## src/rtl/ram_port_arbiter.sv

```systemverilog
// Two-master round-robin arbiter that serialises read/write accesses onto a
// single 16x8 RAM port with a fixed 3-cycle grant/access/response sequence.
//
// state  | meaning
// IDLE   | waiting for a request; arbitrates and latches the winner
// ACCESS | RAM driven with the latched request; write commits at exit
// RESP   | ack pulsed to the winner; read data already captured
module ram_port_arbiter #(
    parameter int ADDR_W = 4,
    parameter int DATA_W = 8
) (
    input  logic              clk,
    input  logic              rst,
    input  logic              req0,
    input  logic              req1,
    input  logic              we0,
    input  logic              we1,
    input  logic [ADDR_W-1:0] addr0,
    input  logic [ADDR_W-1:0] addr1,
    input  logic [DATA_W-1:0] wdata0,
    input  logic [DATA_W-1:0] wdata1,
    output logic              gnt0,
    output logic              gnt1,
    output logic              ack0,
    output logic              ack1,
    output logic [DATA_W-1:0] rdata0,
    output logic [DATA_W-1:0] rdata1,
    output logic              busy,
    output logic [ADDR_W-1:0] ram_addr,
    output logic              ram_we,
    output logic [DATA_W-1:0] ram_wdata,
    input  logic [DATA_W-1:0] ram_rdata
);

    typedef enum logic [1:0] {
        IDLE   = 2'd0,
        ACCESS = 2'd1,
        RESP   = 2'd2
    } state_t;

    state_t state_q, state_d;

    logic              ptr_q;
    logic              win_q;
    logic              we_q;
    logic [ADDR_W-1:0] addr_q;
    logic [DATA_W-1:0] wdata_q;
    logic              gnt0_q, gnt1_q;
    logic              ack0_q, ack1_q;
    logic [DATA_W-1:0] rdata0_q, rdata1_q;

    logic              grant;
    logic              grant_win;

    always_ff @(posedge clk or negedge rst) begin
        if (!rst) begin
            state_q <= IDLE;
        end else begin
            state_q <= state_d;
        end
    end

    // Master 1 wins when it is the only requester or holds the pointer.
    always_comb begin
        state_d   = state_q;
        grant     = 1'b0;
        grant_win = 1'b0;
        case (state_q)
            IDLE: begin
                if (req0 || req1) begin
                    grant     = 1'b1;
                    grant_win = req1 && (!req0 || ptr_q);
                    state_d   = ACCESS;
                end
            end
            ACCESS:  state_d = RESP;
            RESP:    state_d = IDLE;
            default: state_d = IDLE;
        endcase
    end

    always_comb begin
        busy   = (state_q != IDLE);
        ram_we = (state_q == ACCESS) && we_q;
    end

    always_ff @(posedge clk or negedge rst) begin
        if (!rst) begin
            ptr_q    <= 1'b0;
            win_q    <= 1'b0;
            we_q     <= 1'b0;
            addr_q   <= '0;
            wdata_q  <= '0;
            gnt0_q   <= 1'b0;
            gnt1_q   <= 1'b0;
            ack0_q   <= 1'b0;
            ack1_q   <= 1'b0;
            rdata0_q <= '0;
            rdata1_q <= '0;
        end else begin
            gnt0_q <= grant && !grant_win;
            gnt1_q <= grant && grant_win;
            ack0_q <= (state_q == ACCESS) && !win_q;
            ack1_q <= (state_q == ACCESS) && win_q;
            if (grant) begin
                ptr_q   <= !grant_win;
                win_q   <= grant_win;
                we_q    <= grant_win ? we1 : we0;
                addr_q  <= grant_win ? addr1 : addr0;
                wdata_q <= grant_win ? wdata1 : wdata0;
            end
            if ((state_q == ACCESS) && !we_q) begin
                if (win_q) begin
                    rdata1_q <= ram_rdata;
                end else begin
                    rdata0_q <= ram_rdata;
                end
            end
        end
    end

    // Address/data registers only change on a grant, so the RAM port holds
    // its last values outside ACCESS.
    assign ram_addr  = addr_q;
    assign ram_wdata = wdata_q;
    assign gnt0      = gnt0_q;
    assign gnt1      = gnt1_q;
    assign ack0      = ack0_q;
    assign ack1      = ack1_q;
    assign rdata0    = rdata0_q;
    assign rdata1    = rdata1_q;

endmodule
```

## config.mk

```make
export PLATFORM = sky130hd
export DESIGN_NAME = ram_port_arbiter
export DESIGN_NICKNAME = d
export VERILOG_FILES = /design/src/rtl/ram_port_arbiter.sv
export SDC_FILE = /design/constraint.sdc
export NUM_CORES = 1
export LEC_CHECK = 0
export CAP_MARGIN = 5
export CORE_ASPECT_RATIO = 1.75
export CORE_MARGIN = 10
export CORE_UTILIZATION = 25
export CTS_CLUSTER_SIZE = 24
export DETAILED_ROUTE_END_ITERATION = 16
export HOLD_SLACK_MARGIN = 0.02
export PLACE_DENSITY = 0.55
export SYNTH_ARGS = -nofsm -noshare
export SYNTH_HDL_FRONTEND = slang
export SYNTH_SLANG_ARGS = --single-unit
```

## constraint.sdc

```tcl
create_clock -name clk -period 1.9 [get_ports clk]
set_input_delay 0.285 -clock clk [delete_from_list [all_inputs] [get_ports clk]]
set_output_delay 0.285 -clock clk [all_outputs]
set_load 0.02 [all_outputs]
```

==> results.py <==
metrics = {
    "power": {
        "seqPwrFrac_pct": 35.0,
        "pwr-share-clk_pct": 13.4,
        "internal-power_mw": 2.463,
        "p_leak_nw": 1.132,
        "ir_worst_vdd_mv": 0.6867,
        "powerDensity_nw_per_um2": 1598,
        "combPwrFrac_pct": 51.6,
        "p_sw_share_pct": 37.21,
        "switchingPower_mw": 1.460,
    },
    "cts": {
        "clock_latency_ns": 0.28,
        "ctsHtreeMaxLevel": 2,
        "cts_sinks": 37,
        "ctsHoldBuffers": 0,
        "cts_tree": "done",
        "cts_root_buf": "clkbuf_8",
        "clk_pin_slew_ns": 0.07,
        "cts.path.max_buffers": 2,
        "cts_buffers": 5,
    },
    "placed_design": {
        "dp_hpwl_mm": 3.325,
        "numPortBuffers": 71,
        "dp_slack_ns": 0.2426,
        "place.gp.congestion": 0.6918,
    },
    "die": {
        "start_util_pct": 25.84,
        "core.rowCount": 37,
        "core_um2": 5926,
        "io_pins": 72,
        "die_x_um": 79.17,
        "dieArea_um2": 9780,
        "dieHeight_um": 123.5,
    },
    "finish": {
        "layout-drive-gt1-share_pct": 16.98,
        "layout_commonest_cell": "clkdlybuf4s50_1",
        "multiInputGateArea_um2": 476.7,
        "ff_latch_area_um2": 925.9,
        "n_fill_cell": 634,
        "most-common-layout-cells": "clkdlybuf4s50_1, dfrtp_1, inv_1",
        "area_growth_pct": 60.29,
        "nets": 249,
        "diodes": 0,
    },
    "detailed_routing": {
        "vias": 1237,
        "drtIter0Drc": 19,
        "via_per_inst": 4.266,
        "drcViolationCount": 0,
        "drt_wl_total_mm": 4.211,
        "final_antenna_net_count": 0,
        "firstDrtPassIters": 3,
        "wl_per_cell_um": 14.52,
    },
    "logic_synthesis": {
        "syn_area_um2": 1531,
        "synth_edf_count": 0,
        "synth_ff_type": "dfrtp_1",
        "synthArstFlopShare_pct": 100.0,
        "seq_area_frac_synth_pct": 60.46,
        "synth_fp_nets": 168,
        "synth_warnings": 0,
        "synth_seq_cells": 37,
        "avgSynthCellArea_um2": 11.78,
        "synth_cells": 130,
        "ys_types": 16,
    },
    "setup_path": {
        "endpoint_kind": "output pin",
        "crit_chain": "nand2b_4 -> inv_1 -> and2_1 -> dlygate4sd2_1",
        "reg2reg_depth": 3,
        "cp_data_required_time_ns": 1.62,
        "cpLargestDelayFamily": "buffers and inverters",
        "r2r_setup_slack_ns": 0.40,
        "worstPathArrival_ns": 1.39,
        "slowest_delay_ns": 0.39,
        "crit_buf_inv": 2,
        "r2r-start": "state_q[1]",
        "start_kind": "register",
        "cp_max_fo": 4,
        "r2r-end": "rdata1[1]",
        "critPathSlowestCell": "dfrtp_1",
        "criticalPathCategory": "reg2out",
    },
    "job": {
        "cap_violations": 0,
    },
    "sta": {
        "slew_headroom_pct": 44.41,
        "worst_slack_ns": 0.2243,
        "rsz0062_at_grt": "no",
        "fmaxAchievable_mhz": 596.8,
        "tightest_slew_ns": 0.8339,
        "slew_viol_final": 0,
        "min_period_ns": 1.676,
        "final-hold-violation-count": 0,
        "setup_violations": 0,
        "fin_setup_tns_ns": 0,
        "fin_worst_skew_ns": 0.001964,
        "holdWs_ns": 0.09825,
        "fin_crit_sh_pct": 88.19,
    },
    "global_route": {
        "grt_overflow": 0,
        "grt_pass1_wl_mm": 7.017,
        "grt_start_max_net_pins": 38,
        "grt.total_usage_pct": 9.035,
        "antenna_found_initial": 0,
        "grt_pass1_vias": 1366,
    },
    "hold_path": {
        "hold_path_class": "in2async",
    },
    "run_status": {
        "status": "finished, final reports clean",
    },
}
-- worst register-to-register path, cell delays in order, from the launching register on --
cell,delay (ns)
dfrtp_1,0.39
nand2b_4,0.18
nor3b_4,0.43
mux2_2,0.39
-- power groups by stage --
| stage | Combinational, mW | Clock, mW | Sequential, mW |
|---|---|---|---|
| 2_1_floorplan | 0.644 | 0 | 1.78 |
| 3_3_place_gp | 2.06 | 0 | 1.38 |
| 3_5_place_dp | 2.08 | 0 | 1.40 |
| 4_1_cts | 2.08 | 0.562 | 1.38 |
| 5_1_grt | 2.19 | 0.596 | 1.43 |
| 6_report | 2.03 | 0.526 | 1.37 |
-- stage by stage --
| step | util, % | cell area [um2] | total power, mW | instances |
|---|---|---|---|---|
| 2_1_floorplan | - | 1531 | 2.429 | 130 |
| 4_1_cts | 41.34 | 2450 | 4.019 | 290 |
| 3_3_place_gp | 39.97 | 2369 | 3.444 | 282 |
| 3_5_place_dp | 39.97 | 2369 | 3.472 | 282 |
| 6_report | 41.43 | 2455 | 3.923 | 290 |
| 5_1_grt | 41.43 | 2455 | 4.219 | 290 |
-- state kept, by name, summed over array words and instances (netlist names) --
| name | flops |
|---|---|
| ack1 | 1 |
| ptr_q | 1 |
| gnt0 | 1 |
| we_q | 1 |
| ram_wdata | 8 |
| rdata1 | 8 |
| gnt1 | 1 |
| ack0 | 1 |
| rdata0 | 8 |
| ram_addr | 4 |
| win_q | 1 |
| state_q | 2 |
-- final cells by class --
| type | count | share of cell area, % |
|---|---|---|
| well taps | 78 | 3.976 |
| clock inverters | 2 | 0.4077 |
| flip-flops and latches | 37 | 37.72 |
| multi-input cells | 59 | 19.42 |
| clock buffers | 6 | 2.956 |
| inverters | 30 | 4.587 |
| repair buffers | 78 | 30.94 |
-- timing repair --
| item | in CTS | in global routing |
|---|---|---|
| gates resized for setup | 1 | 2 |
| setup buffers | 0 | 0 |
| setup endpoints to repair | 1 | 1 |
| cloned | 0 | 0 |
| pin swaps | 0 | 0 |
-- cells by family after synthesis --
kind of cell / Yosys count / synth area share [%]
DFF: 37 / 60.46
buffers and inverters: 34 / 8.578
AOI/OAI and AO/OA: 28 / 12.34
muxes: 16 / 11.76
and+or+nand+nor: 15 / 6.863
-- worst max-delay path by stage --
| stage | start | end | slack, ns | cells past startpoint |
|---|---|---|---|---|
| 4_1_cts | state_q[0] | busy | 0.04 | 3 |
| 2_1_floorplan | state_q[1] | rdata1[0] | 0.56 | 3 |
| 6_report | state_q[1] | ram_we | 0.22 | 4 |
| 3_3_place_gp | state_q[1] | ram_we | 0.27 | 4 |
| 3_5_place_dp | state_q[1] | ram_we | 0.24 | 4 |
| 5_1_grt | state_q[1] | ram_we | 0.13 | 4 |
-- per-layer routing --
| metal | global-route usage, % | wire [um] | vias to the layer above | share of wire (%) |
|---|---|---|---|---|
| li1 | - | - | 596 | - |
| met1 | 9.735 | 1634 | 586 | 39 |
| met4 | 3.378 | 72 | 0 | 1.7 |
| met2 | 15.06 | 2116 | 50 | 50 |
| met5 | 0 | 0 | - | 0 |
| met3 | 4.215 | 388 | 5 | 9.2 |
-- cells in the mapped netlist (2+ instances only) --
| cell | n | area (um2) |
|---|---|---|
| dfrtp_1 | 37 | 925.9 |
| inv_1 | 30 | 112.6 |
| mux2_2 | 16 | 180.2 |
| o21ai_0 | 15 | 75.07 |
| o221ai_1 | 13 | 113.9 |
| nor2_1 | 4 | 15.01 |
| buf_2 | 3 | 15.01 |
| nand2_1 | 3 | 11.26 |
| nand3_1 | 2 | 10.01 |
No activity file was read; power rests on OpenSTA's default activity.
